==> src/rtl/onehot_seq_decoder_if.sv <==
// Bus bundle for onehot_seq_decoder: index/load/run controls in,
// registered one-hot select, index and step strobe out.
interface onehot_seq_decoder_if #(
    parameter int SEL_W = 3
) ();
    localparam int OUT_W = 2**SEL_W;

    logic [SEL_W-1:0] sel;
    logic             load;
    logic             run_en;
    logic             dir;
    logic [OUT_W-1:0] out;
    logic [SEL_W-1:0] idx;
    logic             step_pulse;

    modport master (
        output sel, load, run_en, dir,
        input  out, idx, step_pulse
    );

    modport slave (
        input  sel, load, run_en, dir,
        output out, idx, step_pulse
    );
endinterface

==> src/rtl/onehot_seq_decoder.sv <==
// Registered SEL_W -> 2**SEL_W one-hot decoder with a prescaled RUN mode
// that rotates the hot bit up or down (running light / channel scan).
// Optional build macro ONEHOT_SEQ_BOUNCE_EN: the hot bit reflects at the
// ends instead of wrapping, with the direction held in an internal flop.
module onehot_seq_decoder #(
    parameter int SEL_W   = 3,
    parameter int CNT_MAX = 24_999_999,
    parameter int CNT_W   = 25
) (
    input  logic                  sys_clk,
    input  logic                  sys_rst_n,
    onehot_seq_decoder_if.slave   bus
);
    localparam int OUT_W = 2**SEL_W;

    typedef enum logic {IDLE, RUN} state_t;

    state_t           state_q, state_d;
    logic [CNT_W-1:0] cnt_q, cnt_d;
    logic [SEL_W-1:0] idx_q, idx_d;
    logic [OUT_W-1:0] out_q, out_d;
    logic             step_q, step_d;
    logic             tc;
`ifdef ONEHOT_SEQ_BOUNCE_EN
    logic             dir_r, dir_r_d;
    logic             init_q;
`endif

    // FSM state register
    always_ff @(posedge sys_clk or negedge sys_rst_n) begin
        if (!sys_rst_n) state_q <= IDLE;
        else            state_q <= state_d;
    end

    // Next state, prescaler and index/one-hot update; load beats the step
    always_comb begin
        state_d = state_q;
        idx_d   = idx_q;
        step_d  = 1'b0;
`ifdef ONEHOT_SEQ_BOUNCE_EN
        dir_r_d = dir_r;
`endif
        tc = (state_q == RUN) && (cnt_q == CNT_W'(CNT_MAX));

        case (state_q)
            IDLE:    if (bus.run_en)  state_d = RUN;
            RUN:     if (!bus.run_en) state_d = IDLE;
            default: state_d = IDLE;
        endcase

        cnt_d = (state_q == RUN && bus.run_en && !tc) ? cnt_q + CNT_W'(1) : '0;

`ifdef ONEHOT_SEQ_BOUNCE_EN
        // direction is captured on the first clock after reset and on RUN entry
        if (init_q || (state_q == IDLE && bus.run_en)) dir_r_d = bus.dir;
`endif

        if (bus.load) begin
            idx_d = bus.sel;
            cnt_d = '0;
`ifdef ONEHOT_SEQ_BOUNCE_EN
            dir_r_d = bus.dir;
`endif
        end else if (tc) begin
            step_d = 1'b1;
`ifdef ONEHOT_SEQ_BOUNCE_EN
            if (!dir_r) begin
                if (idx_q == '1) begin
                    idx_d   = idx_q - SEL_W'(1);
                    dir_r_d = 1'b1;
                end else begin
                    idx_d = idx_q + SEL_W'(1);
                end
            end else begin
                if (idx_q == '0) begin
                    idx_d   = SEL_W'(1);
                    dir_r_d = 1'b0;
                end else begin
                    idx_d = idx_q - SEL_W'(1);
                end
            end
`else
            idx_d = bus.dir ? idx_q - SEL_W'(1) : idx_q + SEL_W'(1);
`endif
        end

        out_d = OUT_W'(1) << idx_d;
    end

    // Datapath registers
    always_ff @(posedge sys_clk or negedge sys_rst_n) begin
        if (!sys_rst_n) begin
            cnt_q  <= '0;
            idx_q  <= '0;
            out_q  <= OUT_W'(1);
            step_q <= 1'b0;
`ifdef ONEHOT_SEQ_BOUNCE_EN
            dir_r  <= 1'b0;
            init_q <= 1'b1;
`endif
        end else begin
            cnt_q  <= cnt_d;
            idx_q  <= idx_d;
            out_q  <= out_d;
            step_q <= step_d;
`ifdef ONEHOT_SEQ_BOUNCE_EN
            dir_r  <= dir_r_d;
            init_q <= 1'b0;
`endif
        end
    end

    assign bus.out        = out_q;
    assign bus.idx        = idx_q;
    assign bus.step_pulse = step_q;

    a_onehot: assert property (@(posedge sys_clk) disable iff (!sys_rst_n)
        ($onehot(out_q) && out_q == (OUT_W'(1) << idx_q)));
endmodule
==> src/flat_wrapper.sv <==
// flat-port wrapper written by rule: the top's interface ports become plain ports
module onehot_seq_decoder_flat 
#(
    parameter int SEL_W   = 3,
    parameter int CNT_MAX = 24_999_999,
    parameter int CNT_W   = 25
)
  (sys_clk, sys_rst_n, bus_sel, bus_load, bus_run_en, bus_dir, bus_out, bus_idx, bus_step_pulse);
  onehot_seq_decoder_if #(.SEL_W(SEL_W)) bus_i ();
  input  logic sys_clk;
  input  logic sys_rst_n;
  input wire logic [$bits(bus_i.sel)-1:0] bus_sel;
  input wire logic [$bits(bus_i.load)-1:0] bus_load;
  input wire logic [$bits(bus_i.run_en)-1:0] bus_run_en;
  input wire logic [$bits(bus_i.dir)-1:0] bus_dir;
  output wire logic [$bits(bus_i.out)-1:0] bus_out;
  output wire logic [$bits(bus_i.idx)-1:0] bus_idx;
  output wire logic [$bits(bus_i.step_pulse)-1:0] bus_step_pulse;
  assign bus_i.sel = bus_sel;
  assign bus_i.load = bus_load;
  assign bus_i.run_en = bus_run_en;
  assign bus_i.dir = bus_dir;
  assign bus_out = bus_i.out;
  assign bus_idx = bus_i.idx;
  assign bus_step_pulse = bus_i.step_pulse;
  onehot_seq_decoder #(.SEL_W(SEL_W), .CNT_MAX(CNT_MAX), .CNT_W(CNT_W)) u_core (.sys_clk(sys_clk), .sys_rst_n(sys_rst_n), .bus(bus_i));
endmodule
==> config.mk <==
export PLATFORM = sky130hd
export DESIGN_NAME = onehot_seq_decoder_flat
export DESIGN_NICKNAME = d
export VERILOG_FILES = /design/src/rtl/onehot_seq_decoder_if.sv /design/src/rtl/onehot_seq_decoder.sv /design/src/flat_wrapper.sv
export SDC_FILE = /design/constraint.sdc
export NUM_CORES = 1
export LEC_CHECK = 0
export BUFFER_PORTS_ARGS = -buffer_cell sky130_fd_sc_hd__buf_2
export CELL_PAD_IN_SITES_DETAIL_PLACEMENT = 1
export CELL_PAD_IN_SITES_GLOBAL_PLACEMENT = 1
export CORE_MARGIN = 10
export CORE_UTILIZATION = 39
export DETAILED_ROUTE_END_ITERATION = 8
export PLACE_DENSITY_LB_ADDON = 0.1
export SYNTH_ARGS = -nofsm -noshare
export SYNTH_HDL_FRONTEND = slang
export SYNTH_SLANG_ARGS = --single-unit
==> constraint.sdc <==
create_clock -name sys_clk -period 6.51 [get_ports sys_clk]
set_clock_uncertainty 0.05 [all_clocks]
set_input_delay 0.651 -clock sys_clk [delete_from_list [all_inputs] [get_ports sys_clk]]
set_output_delay 0.651 -clock sys_clk [all_outputs]
set_load 0.005 [all_outputs]
==> results.cfg, run 1 <==
[run_status]
outcome = completed

[routing]
drtPass1Iterations = 4
drt-initial-drc-count = 36
post_drt_wl_per_cell_um = 16.40
routed_wirelength_um = 4066
detailroute.via_count = 1323
vias_per_cell = 5.335
antenna_violating_nets_post_route = 0
detail_route.drc_violations = 0

[pwr]
static-leakage-power_nw = 0.8953
pwr_density_cell_nw_per_um2 = 231.8
finalPower_mw = 0.4772
max-vdd-ir-drop_v = 0.0001691

[worst_setup_path]
path_max_fanout = 25
crit_path_end_kind = register
worstPathCellList = or4b_4 > nor4_4 > nand2_2 > nand4_1 > nor2_1
critical_path.startpoint_type = register
worst_ep_required_time_ns = 6.59
max_stage_delay_ns = 0.72
crit_buf_inv = 0
critPathArrivalTime_ns = 2.64
critical_path_class = register to register
critical-path-top-delay-family = simple AND/OR/NAND/NOR gates
cp_max_delay_cell = nand4_1

[timing]
final_min_period_over_clock_period_pct = 39.36
period_needed_ns = 2.563
rsz0062_at_grt = no
finalMaxSlewViolations = 0
max_slew_margin_pct = 26.02
fmaxAchievable_ghz = 0.3902
worst-slew-pin-transition_ns = 1.106
fin_setup_tns_ns = 0
timing.final.hold_violations = 0
final_critical_path_setup_slack_ns = 3.948
report.final.setup_viol = 0

[synth]
netlist-cell-type-count = 33
syn_area_per_cell_um2 = 10.48
synthTopCellsByArea = dfrtp_1 (51%), xor2_1 (7.8%), nor2_1 (7.5%)
seq_area_frac_synth_pct = 52.85
netlist_area_um2 = 1802
synth_largest_type_area_fraction_pct = 51.39
ys_seq_elements = 38
netlist.top_cell.by_area = dfrtp_1
postSynthNetCount = 182
synthesis.yosys.warnings = 0
synth_cells = 172

[floorplanning]
initial_utilization_pct = 40.82
pin_count = 20
die_y_um = 87.97
fp.dieArea_um2 = 7739
core.rowCount = 24
die_width_um = 87.97
design.core.area_um2 = 4414

[hold_path]
hold_crit_path_type = input port to async pin

[global_routing]
globalRouteTotalUtil_pct = 11.33
pin_count_of_the_biggest_net_entering_global_routing = 39
antenna_found_initial = 0
grt_remaining_overflow = 0
grt_pass1_vias = 1497
grt_first_pass_wirelength_um = 6989

[placement]
finalWeightedCongestion = 0.7724
placement.cell_area_um2 = 1944
dpl.hpwl_um = 2888
place_ws_ns = 3.990
placed_cells = 240
portBuffers = 19

[final_layout]
mostFrequentLayoutCell = dfrtp_1
most-common-layout-cells = dfrtp_1 (37), nor2_1 (36), buf_2 (19)
filler_cells = 513
antennaDiodeCount = 0
post_layout_cell_count = 248
nets = 205
layout.cell_area.non_filler_um2 = 2058
layout-area-overhead-vs-synth_pct = 14.24
drive_above_1_share_pct = 20.41

[clock_tree]
clk_pin_slew_ns = 0.08
post_cts.repair.setup_buffers = 0
hold_fix_buffer_count_after_cts = 0
clock_path_buffers = 2
cts_max_level = 2
clock-sinks = 38
cts_buffers = 5
cts_tree = yes
source_to_sink_clock_delay_at_the_later_pin_of_the_worst_skew_pair_ns = 0.29
post_cts_resized = 0
cts_root_buffer = clkbuf_8

[flow_run]
max-cap-violations = 0
metrics by stage:
stage	util, %	hold slack (ns)
final	46.63	0.4061
after global routing	46.63	0.4247
after CTS	46.63	0.4132
after detailed placement	44.05	0.4470
after global placement	44.05	0.4307
after floorplan	-	0.3054
report_power, final:
| group | internal (mW) | switching, mW |
|---|---|---|
| clock network | 0.114 | 0.0874 |
| logic | 0.0116 | 0.0191 |
| registers | 0.242 | 0.00336 |
| total | 0.367 | 0.110 |
metal layers:
metal | up-vias | routed length (um) | global-route usage, %
met1 | 671 | 1828 | 13.15
met5 | - | 0 | 0
met2 | 15 | 2067 | 19.38
met3 | 4 | 135 | 3.435
li1 | 633 | - | -
met4 | 0 | 34 | 3.768
Yosys cell counts:
library cell   n
nor3b_2        2
inv_2          1
nor4_4         2
dfstp_2        1
clkbuf_1       1
nand3_1        8
nor3_2         1
a311o_1        1
nand4_1       14
and3_1         6
xnor2_1        8
buf_2          2
o22ai_2        1
nand2_2        1
nor3_1         4
or4_1          1
or4b_4         1
fa_1           1
a221o_1        1
ha_1           1
and3_2         1
a21boi_0       1
xor2_1        16
nand4b_1       1
dfrtp_1       37
nand2_1       10
a31o_2         1
nor4_1         1
nor2_1        36
nor2b_1        1
nor3b_1        2
buf_6          1
inv_1          6
registers in the layout (all words and copies together) (netlist names):
| name | flops |
|---|---|
| u_core.bus.out | 8 |
| u_core.bus.step_pulse | 1 |
| u_core.bus.idx | 3 |
| u_core.cnt_q | 25 |
| u_core.state_q | 1 |
final timing paths:
check                                                  end                        from  slack [ns]  depth (start not counted)
worst min register to register   u_core.cnt_q[0]$_DFF_PN0_   u_core.cnt_q[0]$_DFF_PN0_        0.45                          1
max in group asynchronous        u_core.cnt_q[0]$_DFF_PN0_                   sys_rst_n        5.48                          1
worst max register to register  u_core.cnt_q[17]$_DFF_PN0_  u_core.cnt_q[10]$_DFF_PN0_        3.95                          5
worst min-delay path            u_core.cnt_q[20]$_DFF_PN0_                   sys_rst_n        0.41                          1
worst max-delay path            u_core.cnt_q[17]$_DFF_PN0_  u_core.cnt_q[10]$_DFF_PN0_        3.95                          5
min in group sys_clk              u_core.state_q$_DFF_PN0_                  bus_run_en        0.43                          1
cell type report:
class | count | area (um^2) | share of cell area [%]
Multi-Input combinational cell | 123 | 798.3 | 38.78
Timing Repair Buffer | 20 | 102.6 | 4.985
Clock inverter | 3 | 45.04 | 2.188
Clock buffer | 5 | 68.82 | 3.343
Sequential cell | 38 | 952.2 | 46.26
Inverter | 7 | 26.28 | 1.277
Tap cell | 52 | 65.06 | 3.161
cell families (layout without fill, tap and decap cells):
| family | after synthesis | after routing | share of synthesized area, % |
|---|---|---|---|
| compound gates | 5 | 5 | 2.709 |
| buf+inv | 11 | 35 | 2.847 |
| flops | 38 | 38 | 52.85 |
| fa+ha+maj | 2 | 2 | 1.805 |
| simple gates | 92 | 92 | 28.13 |
| xor+xnor | 24 | 24 | 11.67 |
(Power assumes the default switching activity.)
==> run 2, diff against run 1 <==
==> constraint.sdc (replaced) <==
create_clock -name sys_clk -period 2.3 [get_ports sys_clk]
set_clock_uncertainty 0.05 [all_clocks]
set_input_delay 0.23 -clock sys_clk [delete_from_list [all_inputs] [get_ports sys_clk]]
set_output_delay 0.23 -clock sys_clk [all_outputs]
set_load 0.005 [all_outputs]
==> run 2 against run 1 <==
Against the previous run: the flow now finishes with violations (hold timing); sequential cell count is the same; maximum frequency increased by 14%; global-route usage grew 0.45 points; critical path depth stayed put; hold slack got worse by 0.41 ns; utilization increased by 3.1 points; count of clock-buffer cells in the layout up 2; clock power grew 130%; first-iteration DRC count up 36%; critical endpoint is now u_core.bus.out[7]$_DFF_PN0_.
==> results.cfg, run 2 (same netlist as run 1, synthesis figures left out) <==
[run_status]
outcome = complete, but fails checks
violated_checks = hold timing

[global_routing]
pin_count_of_the_biggest_net_entering_global_routing = 39
globalRouteTotalUtil_pct = 11.78
grt_pass1_vias = 1528
grt_first_pass_wirelength_um = 7155
antenna_found_initial = 0
grt_remaining_overflow = 0

[final_layout]
multi_input_comb_area_um2 = 828.3
nets = 221
drive_above_1_share_pct = 27.36
antennaDiodeCount = 0
most-common-layout-cells = dfrtp_1 (37), nor2_1 (36), buf_2 (19)
max_flop_register = u_core.cnt_q
filler_cells = 507
ff_latch_area_um2 = 952.2
finalCoreUtilization_pct = 49.69
max_reg_flops = 25
layout-area-overhead-vs-synth_pct = 21.74
layout.cell_area.non_filler_um2 = 2193
mostFrequentLayoutCell = dfrtp_1

[routing]
antenna_violating_nets_post_route = 0
drt-initial-drc-count = 49
routed_wirelength_um = 4463
vias_per_cell = 5.337
detailroute.via_count = 1409
post_drt_wl_per_cell_um = 16.91
drtPass1Iterations = 4
detail_route.drc_violations = 0

[worst_setup_path]
timing.rr.end = u_core.bus.out[7]$_DFF_PN0_
worst_ep_required_time_ns = 2.43
worst_setup_path_startpoint = u_core.cnt_q[9]$_DFF_PN0_
path_max_fanout = 6
setup.reg_to_reg.worst_slack_ns = 0.04
critical_path.endpoint = u_core.bus.out[7]$_DFF_PN0_
critical_path.reg2reg.startpoint = u_core.cnt_q[9]$_DFF_PN0_
critPathArrivalTime_ns = 2.39
critical_path.startpoint_type = register
critical_path_class = register to register
crit_path_end_kind = register
reg2reg_depth = 5

[timing]
hold_slack_ns = -0.007694
period_needed_ns = 2.257
max_slew_margin_pct = 43.43
timing.final.hold_violations = 4
report.final.setup_viol = 0
finalMaxSlewViolations = 0
worst-slew-pin-transition_ns = 0.8486
fmaxAchievable_ghz = 0.4430
final_min_period_over_clock_period_pct = 98.13

[clock_tree]
clock_path_buffers = 2
cts_tree = yes
cts_buffers = 5
clock-sinks = 38
source_to_sink_clock_delay_at_the_later_pin_of_the_worst_skew_pair_ns = 0.29
cts_root_buffer = clkbuf_8
cts_max_level = 2
clk_pin_slew_ns = 0.07

[floorplanning]
die_width_um = 87.97
initial_utilization_pct = 40.82
fp.dieArea_um2 = 7739
core.rowCount = 24
die_y_um = 87.97
design.core.area_um2 = 4414
pin_count = 20

[pwr]
max-vdd-ir-drop_v = 0.0003952
finalPower_mw = 1.259
static-leakage-power_nw = 0.9813
pwr_density_cell_nw_per_um2 = 573.8

[placement]
finalWeightedCongestion = 0.7736
portBuffers = 19
dpl.hpwl_um = 3186
placement.cell_area_um2 = 2032

[flow_run]
max-cap-violations = 0

[hold_path]
hold_crit_path_type = input port to async pin
## run 2: area by class of cell
| cell class | instances | area share (%) |
|---|---|---|
| sequential | 38 | 43.41 |
| multi-input combinational | 124 | 37.76 |
| timing repair buffer | 35 | 10.50 |
| clock buffer | 7 | 3.936 |
| tap | 52 | 2.966 |
| inverter | 7 | 1.198 |
| clock inverter | 1 | 0.2282 |
## run 2: how the worst min path moves through the flow
stage	cells after the start	from	slack [ns]	to
detailed placement	1	bus_run_en	0.31	u_core.state_q$_DFF_PN0_
CTS	1	bus_run_en	0.004	u_core.state_q$_DFF_PN0_
global placement	1	bus_run_en	0.31	u_core.state_q$_DFF_PN0_
global route	1	sys_rst_n	0.05	u_core.cnt_q[13]$_DFF_PN0_
floorplan	0	sys_rst_n	-0.12	u_core.bus.idx[0]$_DFF_PN0_
finish	1	sys_rst_n	-0.008	u_core.cnt_q[16]$_DFF_PN0_
## run 2: metrics by stage
stage / hold slack (ns) / worst slack (ns) / std cells / TNS, ns
2_1_floorplan: -0.1156 / 0.1762 / 172 / 0
3_3_place_gp: 0.3050 / 0.1243 / 250 / 0
3_5_place_dp: 0.3092 / 0.04311 / 250 / 0
4_1_cts: 0.004324 / 0.03885 / 258 / 0
5_1_grt: 0.04754 / -0.03369 / 264 / -0.1142
6_report: -0.007694 / 0.04290 / 264 / 0
## run 2: routing by layer
layer | GRT usage (%) | wire length (um) | share of wire, %
met1 | 12.53 | 1808 | 41
met2 | 20.77 | 2364 | 53
met3 | 3.807 | 212 | 4.8
met4 | 5.217 | 77 | 1.7
met5 | 0 | 0 | 0
## run 2: report_power, final
part	total, mW	switching, mW	leakage [nW]	internal, mW
Sequential	0.693	0.00839	0.515	0.685
Combinational	0.103	0.0599	0.418	0.0436
Clock	0.462	0.220	0.0482	0.242
Total	1.26	0.289	0.981	0.970
## run 2: critical path, stage by stage, from the launching register on
cell and delay (ns):
dfrtp_1 0.38, or4_4 0.55, nor4_4 0.38, nand2_2 0.14
a221o_2 0.44, and3_4 0.20
## run 2: timing repair
| item | CTS | global route |
|---|---|---|
| setup buffers | 0 | 4 |
| endpoints found under the hold margin | 0 | 1 |
| endpoints found under the setup margin | 0 | 7 |
| gates resized for setup | 0 | 6 |
| hold buffers | 0 | 1 |
==> run 3, diff against run 2 <==
--- a/config.mk
+++ b/config.mk
@@ -12,6 +12,7 @@
 export CORE_UTILIZATION = 39
 export DETAILED_ROUTE_END_ITERATION = 8
 export PLACE_DENSITY_LB_ADDON = 0.1
+export SETUP_SLACK_MARGIN = 0.1
 export SYNTH_ARGS = -nofsm -noshare
 export SYNTH_HDL_FRONTEND = slang
 export SYNTH_SLANG_ARGS = --single-unit
==> run 3 against run 2 <==
Against the previous run: combinational power up 12%; global-route usage up 0.65 points; largest power group unchanged; die area unchanged; worst setup slack better by 0.071 ns; critical path depth up 1; the run now ends clean; via count grew 1.3%; non-clock buffer count grew 1.
==> results.cfg, run 3 (same netlist as run 1, synthesis figures left out) <==
[run_status]
outcome = completed

[timing]
rsz0062_at_grt = yes
fmaxAchievable_ghz = 0.4575
worst-slew-pin-transition_ns = 0.8494
final_min_period_over_clock_period_pct = 95.03
fin_setup_tns_ns = 0
report.final.setup_viol = 0
finalMaxSlewViolations = 0
timing.final.hold_violations = 0
max_slew_margin_pct = 43.37
period_needed_ns = 2.186

[clock_tree]
cts_buffers = 5
clock-sinks = 38
cts_max_level = 2
clk_pin_slew_ns = 0.07
clock_path_buffers = 2
source_to_sink_clock_delay_at_the_later_pin_of_the_worst_skew_pair_ns = 0.29
cts_root_buffer = clkbuf_8
cts_tree = yes

[floorplanning]
initial_utilization_pct = 40.82
pin_count = 20
design.core.area_um2 = 4414
core.rowCount = 24
die_width_um = 87.97
die_y_um = 87.97
fp.dieArea_um2 = 7739

[final_layout]
nets = 222
layout.cell_area.non_filler_um2 = 2247
drive_above_1_share_pct = 29.11
max_flop_register = u_core.cnt_q
max_reg_flops = 25
mostFrequentLayoutCell = dfrtp_1
ff_latch_area_um2 = 952.2
most-common-layout-cells = dfrtp_1 (37), nor2_1 (36), buf_2 (19)
filler_cells = 501
multi_input_comb_area_um2 = 870.8
antennaDiodeCount = 0
layout-area-overhead-vs-synth_pct = 24.72

[global_routing]
grt_pass1_vias = 1567
antenna_found_initial = 0
grt_first_pass_wirelength_um = 7500
grt_remaining_overflow = 0
globalRouteTotalUtil_pct = 12.43
pin_count_of_the_biggest_net_entering_global_routing = 39

[worst_setup_path]
critical_path_class = register to register
critical-path-top-delay-family = simple AND/OR/NAND/NOR gates
max_stage_delay_ns = 0.54
crit_buf_inv = 1
cp_max_delay_cell = or4b_4
critical_path.startpoint_type = register
worst_ep_required_time_ns = 2.43
path_max_fanout = 5
critPathArrivalTime_ns = 2.32
crit_path_end_kind = register
worstPathCellList = or4b_4 > nor4_4 > buf_4 > nand2_4 > a221o_2 > and3_4

[routing]
detail_route.drc_violations = 0
vias_per_cell = 5.385
drt-initial-drc-count = 49
post_drt_wl_per_cell_um = 17.78
drtPass1Iterations = 4
routed_wirelength_um = 4712
detailroute.via_count = 1427
antenna_violating_nets_post_route = 0

[pwr]
pwr_density_cell_nw_per_um2 = 565.3
max-vdd-ir-drop_v = 0.0003951
static-leakage-power_nw = 1.007

[placement]
portBuffers = 19
dpl.hpwl_um = 3186
placement.cell_area_um2 = 2032
finalWeightedCongestion = 0.7736

[flow_run]
max-cap-violations = 0

[hold_path]
hold_crit_path_type = input port to async pin
==> run 3: cell types whose count changed in the layout (fill, tap and decap cells not counted), sizes merged <==
cell  previous run  this run
buf             34        35
==> run 3: layer usage <==
metal  routed length (um)  global-route usage (%)  part of all wire [%]
met5                    0                       0                     0
met1                 2033                   13.96                    43
met2                 2417                   21.16                    51
met4                   76                   5.507                   1.6
met3                  186                   3.807                   3.9
==> run 3: cell type report <==
cell class	count	share of cell area (%)
clock buffers	7	3.842
repair buffers	36	10.75
flip-flops and latches	38	42.37
clock inverters	1	0.2227
multi-input cells	124	38.75
inverters	7	1.169
well taps	52	2.895
==> run 3: final timing paths <==
check / from / to / slack, ns / cells after the start
worst max-delay path: u_core.cnt_q[7]$_DFF_PN0_ / u_core.bus.out[5]$_DFF_PN0_ / 0.11 / 6
worst min-delay path: sys_rst_n / u_core.cnt_q[16]$_DFF_PN0_ / 0.0008 / 1
worst max register to register: u_core.cnt_q[7]$_DFF_PN0_ / u_core.bus.out[5]$_DFF_PN0_ / 0.11 / 6
worst min register to register: u_core.cnt_q[0]$_DFF_PN0_ / u_core.cnt_q[0]$_DFF_PN0_ / 0.44 / 1
max in group asynchronous: sys_rst_n / u_core.cnt_q[21]$_DFF_PN0_ / 1.67 / 1
min in group sys_clk: bus_load / u_core.bus.step_pulse$_DFF_PN0_ / 0.20 / 2
==> run 3: timing repair <==
action,in CTS,in global routing
pin swaps,4,8
hold buffers,0,1
gates cloned,1,0
endpoints found under the setup margin,6,33
gates resized for setup,3,11
hold endpoints to repair,0,1
buffers inserted,2,3
==> run 3: where the power goes <==
| part | internal (mW) | total (mW) | leakage (nW) | switching, mW |
|---|---|---|---|---|
| Combinational | 0.0494 | 0.115 | 0.444 | 0.0651 |
| Clock | 0.242 | 0.462 | 0.0482 | 0.220 |
| Sequential | 0.685 | 0.694 | 0.515 | 0.00896 |
==> run 3: metrics by stage <==
stage               std cells  worst slack [ns]  util (%)  total power [mW]  hold WS, ns
finish                    265            0.1144     50.91             1.270    0.0007852
floorplan                 172            0.1762         -            0.7524      -0.1156
global route              265           0.04190     50.91             1.322      0.04685
global placement          250            0.1243     46.03            0.7956       0.3050
detailed placement        250           0.04311     46.03            0.8000       0.3092
CTS                       261           0.09677     48.89             1.268     0.004324
